**config.mk**
```make
export PLATFORM = sky130hd
export DESIGN_NAME = sauria_seq_divider
export DESIGN_NICKNAME = d
export VERILOG_FILES = /design/src/rtl/sauria_div_pkg.sv /design/src/rtl/div_step.sv /design/src/rtl/sauria_seq_divider.sv
export SDC_FILE = /design/constraint.sdc
export NUM_CORES = 1
export LEC_CHECK = 0
export ABC_AREA = 1
export CORE_ASPECT_RATIO = 1.5
export CORE_MARGIN = 1
export CORE_UTILIZATION = 30
export DETAILED_ROUTE_END_ITERATION = 6
export PLACE_DENSITY = 0.53
export RECOVER_POWER = 50
export SYNTH_ARGS = -nofsm -noshare
export SYNTH_HDL_FRONTEND = slang
export SYNTH_HIERARCHICAL = 1
export SYNTH_SLANG_ARGS = --single-unit
```
**constraint.sdc**
```tcl
create_clock -name i_clk -period 4.15 [get_ports i_clk]
set_input_delay 1.245 -clock i_clk [delete_from_list [all_inputs] [get_ports i_clk]]
set_output_delay 1.245 -clock i_clk [all_outputs]
set_load 0.05 [all_outputs]
```
**src/rtl/sauria_div_pkg.sv**
```systemverilog
// Shared types and configuration checks for the SAURIA sequential divider.
package sauria_div_pkg;

    // Controller states: accept, iterate, apply signs, present result
    typedef enum logic [1:0] {
        IDLE = 2'd0,
        CALC = 2'd1,
        FIX  = 2'd2,
        DONE = 2'd3
    } state_t;

    // Legal iteration-per-clock settings for a given operand width
    function automatic bit steps_ok(input int data_w, input int steps);
        return ((steps == 1) || (steps == 2) || (steps == 4)) &&
               (data_w >= 4) && ((data_w % 2) == 0) && ((data_w % steps) == 0);
    endfunction

endpackage

```
**src/rtl/div_step.sv**
```systemverilog
// One combinational radix-2 restoring division iteration on magnitudes.
module div_step #(
    parameter int DATA_W = 16
) (
    input  logic [DATA_W-1:0] rem,
    input  logic [DATA_W-1:0] quo,
    input  logic [DATA_W-1:0] divisor,
    output logic [DATA_W-1:0] rem_next,
    output logic [DATA_W-1:0] quo_next
);

    // Shifted partial remainder needs one extra bit before the trial subtract
    logic        [DATA_W:0]   rem_sh;
    logic signed [DATA_W+1:0] trial;

    assign rem_sh = {rem, quo[DATA_W-1]};
    assign trial  = $signed({1'b0, rem_sh}) - $signed({2'b00, divisor});

    // A negative trial restores the shifted remainder; rem_sh then fits DATA_W bits
    assign rem_next = (trial < 0) ? rem_sh[DATA_W-1:0] : trial[DATA_W-1:0];
    assign quo_next = {quo[DATA_W-2:0], ~(trial < 0)};

endmodule

```
**src/rtl/sauria_seq_divider.sv**
```systemverilog
// Iterative restoring integer divider with valid/ready on request and result.
// Signed mode divides magnitudes and fixes signs afterwards (C truncation).
module sauria_seq_divider
    import sauria_div_pkg::*;
#(
    parameter int DATA_W        = 16,
    parameter int SIGNED        = 1,
    parameter int STEPS_PER_CYC = 1
) (
    input  logic              i_clk,
    input  logic              i_rst,
    input  logic              i_valid,
    output logic              o_ready,
    input  logic [DATA_W-1:0] i_dividend,
    input  logic [DATA_W-1:0] i_divisor,
    output logic              o_valid,
    input  logic              i_ready,
    output logic [DATA_W-1:0] o_quotient,
    output logic [DATA_W-1:0] o_remainder,
    output logic              o_div_by_zero
);

    localparam int                CNT_W    = $clog2(DATA_W);
    localparam logic [CNT_W-1:0] CNT_INIT = CNT_W'(DATA_W / STEPS_PER_CYC - 1);

    if (!steps_ok(DATA_W, STEPS_PER_CYC)) begin : g_bad_cfg
        $error("sauria_seq_divider: illegal DATA_W / STEPS_PER_CYC combination");
    end

    // Two's-complement negate when requested; used for magnitudes and sign fix
    function automatic logic [DATA_W-1:0] cond_neg(input logic [DATA_W-1:0] v,
                                                   input logic              neg);
        return neg ? (~v + DATA_W'(1)) : v;
    endfunction

    state_t            state;
    logic [CNT_W-1:0]  cnt;
    logic [DATA_W-1:0] rem_q;
    logic [DATA_W-1:0] quo_q;
    logic [DATA_W-1:0] dvs_q;
    logic              sign_q;
    logic              sign_r;
    logic              sa;
    logic              sb;

    assign sa      = (SIGNED != 0) ? i_dividend[DATA_W-1] : 1'b0;
    assign sb      = (SIGNED != 0) ? i_divisor[DATA_W-1]  : 1'b0;
    assign o_ready = (state == IDLE);

    logic [DATA_W-1:0] rem_c [STEPS_PER_CYC+1];
    logic [DATA_W-1:0] quo_c [STEPS_PER_CYC+1];

    assign rem_c[0] = rem_q;
    assign quo_c[0] = quo_q;

    for (genvar s = 0; s < STEPS_PER_CYC; s++) begin : g_step
        div_step #(
            .DATA_W (DATA_W)
        ) u_step (
            .rem      (rem_c[s]),
            .quo      (quo_c[s]),
            .divisor  (dvs_q),
            .rem_next (rem_c[s+1]),
            .quo_next (quo_c[s+1])
        );
    end

    // Working datapath: latch magnitudes on accept, advance the step chain in CALC
    always_ff @(posedge i_clk) begin
        case (state)
            IDLE: begin
                if (i_valid) begin
                    dvs_q  <= cond_neg(i_divisor, sb);
                    sign_q <= sa ^ sb;
                    sign_r <= sa;
                    if (i_divisor == '0) begin
                        // Zero divisor: result is all-ones / untouched dividend
                        quo_q <= '1;
                        rem_q <= i_dividend;
                    end else begin
                        quo_q <= cond_neg(i_dividend, sa);
                        rem_q <= '0;
                    end
                end
            end
            CALC: begin
                rem_q <= rem_c[STEPS_PER_CYC];
                quo_q <= quo_c[STEPS_PER_CYC];
            end
            default: ;
        endcase
    end

    // Control FSM and registered result outputs
    always_ff @(posedge i_clk or posedge i_rst) begin
        if (i_rst) begin
            state         <= IDLE;
            cnt           <= '0;
            o_valid       <= 1'b0;
            o_quotient    <= '0;
            o_remainder   <= '0;
            o_div_by_zero <= 1'b0;
        end else begin
            case (state)
                IDLE: begin
                    if (i_valid) begin
                        if (i_divisor == '0) begin
                            state <= DONE;
                        end else begin
                            state <= CALC;
                            cnt   <= CNT_INIT;
                        end
                    end
                end
                CALC: begin
                    if (cnt == '0) begin
                        state <= FIX;
                    end else begin
                        cnt <= cnt - CNT_W'(1);
                    end
                end
                FIX: begin
                    o_quotient    <= cond_neg(quo_q, sign_q);
                    o_remainder   <= cond_neg(rem_q, sign_r);
                    o_div_by_zero <= 1'b0;
                    o_valid       <= 1'b1;
                    state         <= DONE;
                end
                DONE: begin
                    if (!o_valid) begin
                        // Only the zero-divisor path arrives here unpublished
                        o_quotient    <= quo_q;
                        o_remainder   <= rem_q;
                        o_div_by_zero <= 1'b1;
                        o_valid       <= 1'b1;
                    end else if (i_ready) begin
                        o_valid <= 1'b0;
                        state   <= IDLE;
                    end
                end
                default: state <= IDLE;
            endcase
        end
    end

endmodule

```
==> summary.txt <==
Power
  – Power Density: approximately 830 nW/um^2
  – Worst vdd ir: ~0.00027 V
  – Pint: 3.13 mW
  – Reg power frac: 29.1%
  – Comb power frac: approximately 60%
  – Net Switching: 3.16 mW
  – Clk pwr share: about 12%
  – Leak pwr: between 3 and 4 nW
  – Switching part of the total: between 50% and 60%

Routing
  – WL/cell: 13.1 um
  – Via density per instance: between 4 and 5
  – Pre-Repair DR Iteration Count: 5
  – Final WL: roughly 16000 um
  – DRC: 0
  – Routed Antenna Nets: 0
  – Routed vias: approximately 5600
  – Initial drt markers: between 200 and 300

Timing
  – Final TNS setup: 0 ps
  – Final worst slack: around 950 ps
  – Tightest Pin Transition: 1230 ps
  – F_max: about 0.31 GHz
  – Final Max Tran Viols: 0
  – Slew margin rel.: around 18%
  – RSZ-0062 raised after global routing: false
  – Setup Skew: 6.50 ps
  – Final Hold Fails: 0
  – Tmin final: 3200 ps
  – Final setup fails: 0
  – Tcrit/Tclk final: roughly 77%

Die
  – Initial Util: a little under a third
  – Core area: ~21000 sq um
  – Die area: around 22000 sq um
  – Chip Height: 182 um
  – Row cnt: 65
  – Ports: 71
  – Die Wd: 122 um

Worst setup path
  – Critical Path AT: ~2000 ps
  – CP Launch Type: flop
  – FF-to-FF setup slack: ~1200 ps
  – Setup CP Type: flop to output port
  – Worst Path Buf+Inv: 2
  – CP Capture Type: output port
  – Crit path max-delay cell type: clkdlybuf4s50_1
  – Ordered cell list for the critical path: inv_1 -> ha_1 -> clkdlybuf4s50_1
  – FF-to-FF Start: state[0]
  – R2r endpoint: o_quotient[6]
  – CP max stage delay: 830 ps
  – Critical Path RT: around 2900 ps
  – Critical Path Fanout Max: 4
  – CP top delay family: buffers and inverters
  – FF-to-FF path depth: 6

Synth
  – Synth cell types: 41
  – Mapped Nets: 963
  – Sequential area share after synthesis: about 38%
  – Seq cells post-synth: 90
  – YS warnings: 6
  – Syn avg cell area: around 7.2 sq um
  – Synthesized instance count: 900
  – Synthesized cell area: about 6500 sq um

Clock network
  – Htree depth: 3
  – Num CTS Buffers: 9
  – Clock slew at reported path FFs: roughly 70 ps
  – CTS tree: yes
  – Post-CTS sizing: 0
  – Clock Path Buffers: 2
  – Post-CTS setup buffer count: 0
  – Clock sinks: 90
  – Hold buffer count at CTS: 0
  – CTS root buf: clkbuf_16
  – Worst-Skew Late Latency: 340 ps

Min path
  – WHS Path Cells: 2
  – Min-Delay Endpoint: o_remainder[15]
  – Worst hold path class: flop to flop
  – Hold wc startpoint: o_remainder[15]

Run status
  – Status: completed

Place
  – Port bufs: 70
  – Worst slack, placed: around 810 ps
  – GP Congestion: slightly above 0.8
  – HPWL after detailed placement: ~13000 um

Run
  – Max-Cap Viols: 0

Global route
  – Met1 usage: ~17%
  – Initial antenna violation count: 0
  – Vias in the first global route: between 5000 and 6000
  – Total gr overflow: 0
  – GRT Util Overall: 15.2%
  – Wire length of the first global-routing pass: 26400 um
  – Met3 GRT Util: under 10%
  – Largest net degree at the start of global routing: 50
  – Gr busiest metal: met2
  – GR Util met2: between 20 and 30%

Finish
  – Layout Area Growth over Synthesis: 17.0%
  – Diodes inserted: 0
  – Net count reported at finish: 1015
  – Share of post-route cells with drive strength above 1: approximately 5%
-- power groups by stage --
stage          sequential, mW  clock (mW)  combinational, mW
6_report                 1.83       0.770               3.70
4_1_cts                  1.83       0.794               3.75
3_5_place_dp             1.85           0               3.74
5_1_grt                  1.89       0.818               4.20
3_3_place_gp             1.84           0               3.71
2_1_floorplan            2.28           0               2.40
-- registers in the layout, summed over array words and instances, names as in the netlist --
name           count
quo_q             16
sign_q             1
o_quotient        16
rem_q             16
o_div_by_zero      1
sign_r             1
cnt                4
o_remainder       16
o_valid            1
dvs_q             16
state              2
-- area by class of cell --
type                            count  area, sq um
Tap cell                          268          335
Sequential cell                    90         2500
Timing Repair Buffer               74          723
Clock inverter                      7         42.5
Inverter                          121          454
Multi-Input combinational cell    656         3320
Fill cell                        2293        13500
Clock buffer                        9          225
-- synth_stat cells --
cell type / count / share of area, %
nand2_1: 291 / 17
inv_1: 115 / 6.6
nor2_1: 87 / 5.0
nand3_1: 80 / 6.2
o21ai_0: 51 / 3.9
edfxtp_1: 50 / 23
dfrtp_1: 40 / 15
xor2_1: 30 / 4.0
ha_1: 26 / 5.0
a21oi_1: 20 / 1.5
buf_4: 17 / 2.0
xnor2_1: 10 / 1.3
nand4_1: 8 / 0.77
buf_2: 6 / 0.46
clkbuf_1: 6 / 0.35
inv_2: 6 / 0.35
nor3_1: 6 / 0.46
nand2_2: 5 / 0.48
nor2_2: 5 / 0.48
o21ai_1: 5 / 0.38
or2_2: 5 / 0.48
nand3_2: 4 / 0.62
nand3b_1: 4 / 0.46
nor2_4: 3 / 0.52
a21oi_2: 2 / 0.27
a31oi_1: 2 / 0.19
buf_6: 2 / 0.35
a21boi_0: 1 / 0.12
and2_1: 1 / 0.096
buf_1: 1 / 0.058
buf_8: 1 / 0.23
fa_1: 1 / 0.31
nand2_4: 1 / 0.17
nand2_8: 1 / 0.31
nand4_4: 1 / 0.33
o211ai_1: 1 / 0.12
o21a_1: 1 / 0.12
o21bai_4: 1 / 0.29
o22a_1: 1 / 0.13
o22ai_1: 1 / 0.096
or2_1: 1 / 0.096
-- cells by family (layout without fill, tap and decap cells) --
| logic type | after synthesis | in the layout | share of synthesized area [%] |
|---|---|---|---|
| fa+ha+maj | 27 | 27 | 5.31 |
| simple gates | 503 | 503 | 33.3 |
| xor+xnor | 40 | 40 | 5.39 |
| compound gates | 86 | 86 | 7.18 |
| flops | 90 | 90 | 38.5 |
| buf+inv | 154 | 211 | 10.4 |
-- per-stage QoR --
step	utilization, %	std cells	power [mW]	cell area, sq um	hold WS, ps
2_1_floorplan	-	900	4.68	6500	453
3_3_place_gp	34.8	1209	5.55	7350	458
3_5_place_dp	34.8	1209	5.59	7350	468
4_1_cts	36.0	1225	6.38	7620	486
5_1_grt	36.0	1225	6.90	7610	505
6_report	36.0	1225	6.29	7610	480
-- tightest hold or removal path, cell delays in order, from the launching register on --
cell     delay [ps]
dfrtp_1         350
nand2_1          50
nand2_1          50
-- cells in the final DEF, fill, tap and decap left out, types with 2 or more instances in the layout --
cell type        count
nor2_4               3
nand4_1              8
o21ai_1              4
nand2_1            293
nor2_2               5
or2_2                5
a21oi_2              2
dlygate4sd3_1        5
xor2_1              30
dfrtp_1             40
nand3b_1             4
nor2_1              87
nand3_2              4
clkbuf_1             2
clkdlybuf4s50_1     65
clkinv_2             2
clkbuf_16            9
inv_1              117
nor3_1               6
ha_1                26
edfxtp_1            50
inv_2                4
inv_4                2
xnor2_1             10
nand3_1             80
nand2_2              3
a31oi_1              2
a21oi_1             20
buf_4                2
o21ai_0             51
-- layer usage --
metal  wire length (um)  vias up
met3                396       20
met1               6940     2485
met4                415        0
li1                   -     2962
met5                  0        -
met2               8270       94
-- how the worst max path moves through the flow --
| stage | start | endpoint | slack (ps) | cells past startpoint |
|---|---|---|---|---|
| 6_report | state[0] | o_ready | 950 | 3 |
| 3_5_place_dp | i_divisor[15] | rem_q[15] | 810 | 8 |
| 3_3_place_gp | i_divisor[15] | rem_q[15] | 830 | 8 |
| 4_1_cts | state[0] | o_ready | 920 | 3 |
| 2_1_floorplan | state[0] | cnt[2] | 1110 | 7 |
| 5_1_grt | state[0] | o_quotient[8] | 770 | 6 |
(Power assumes the default switching activity.)
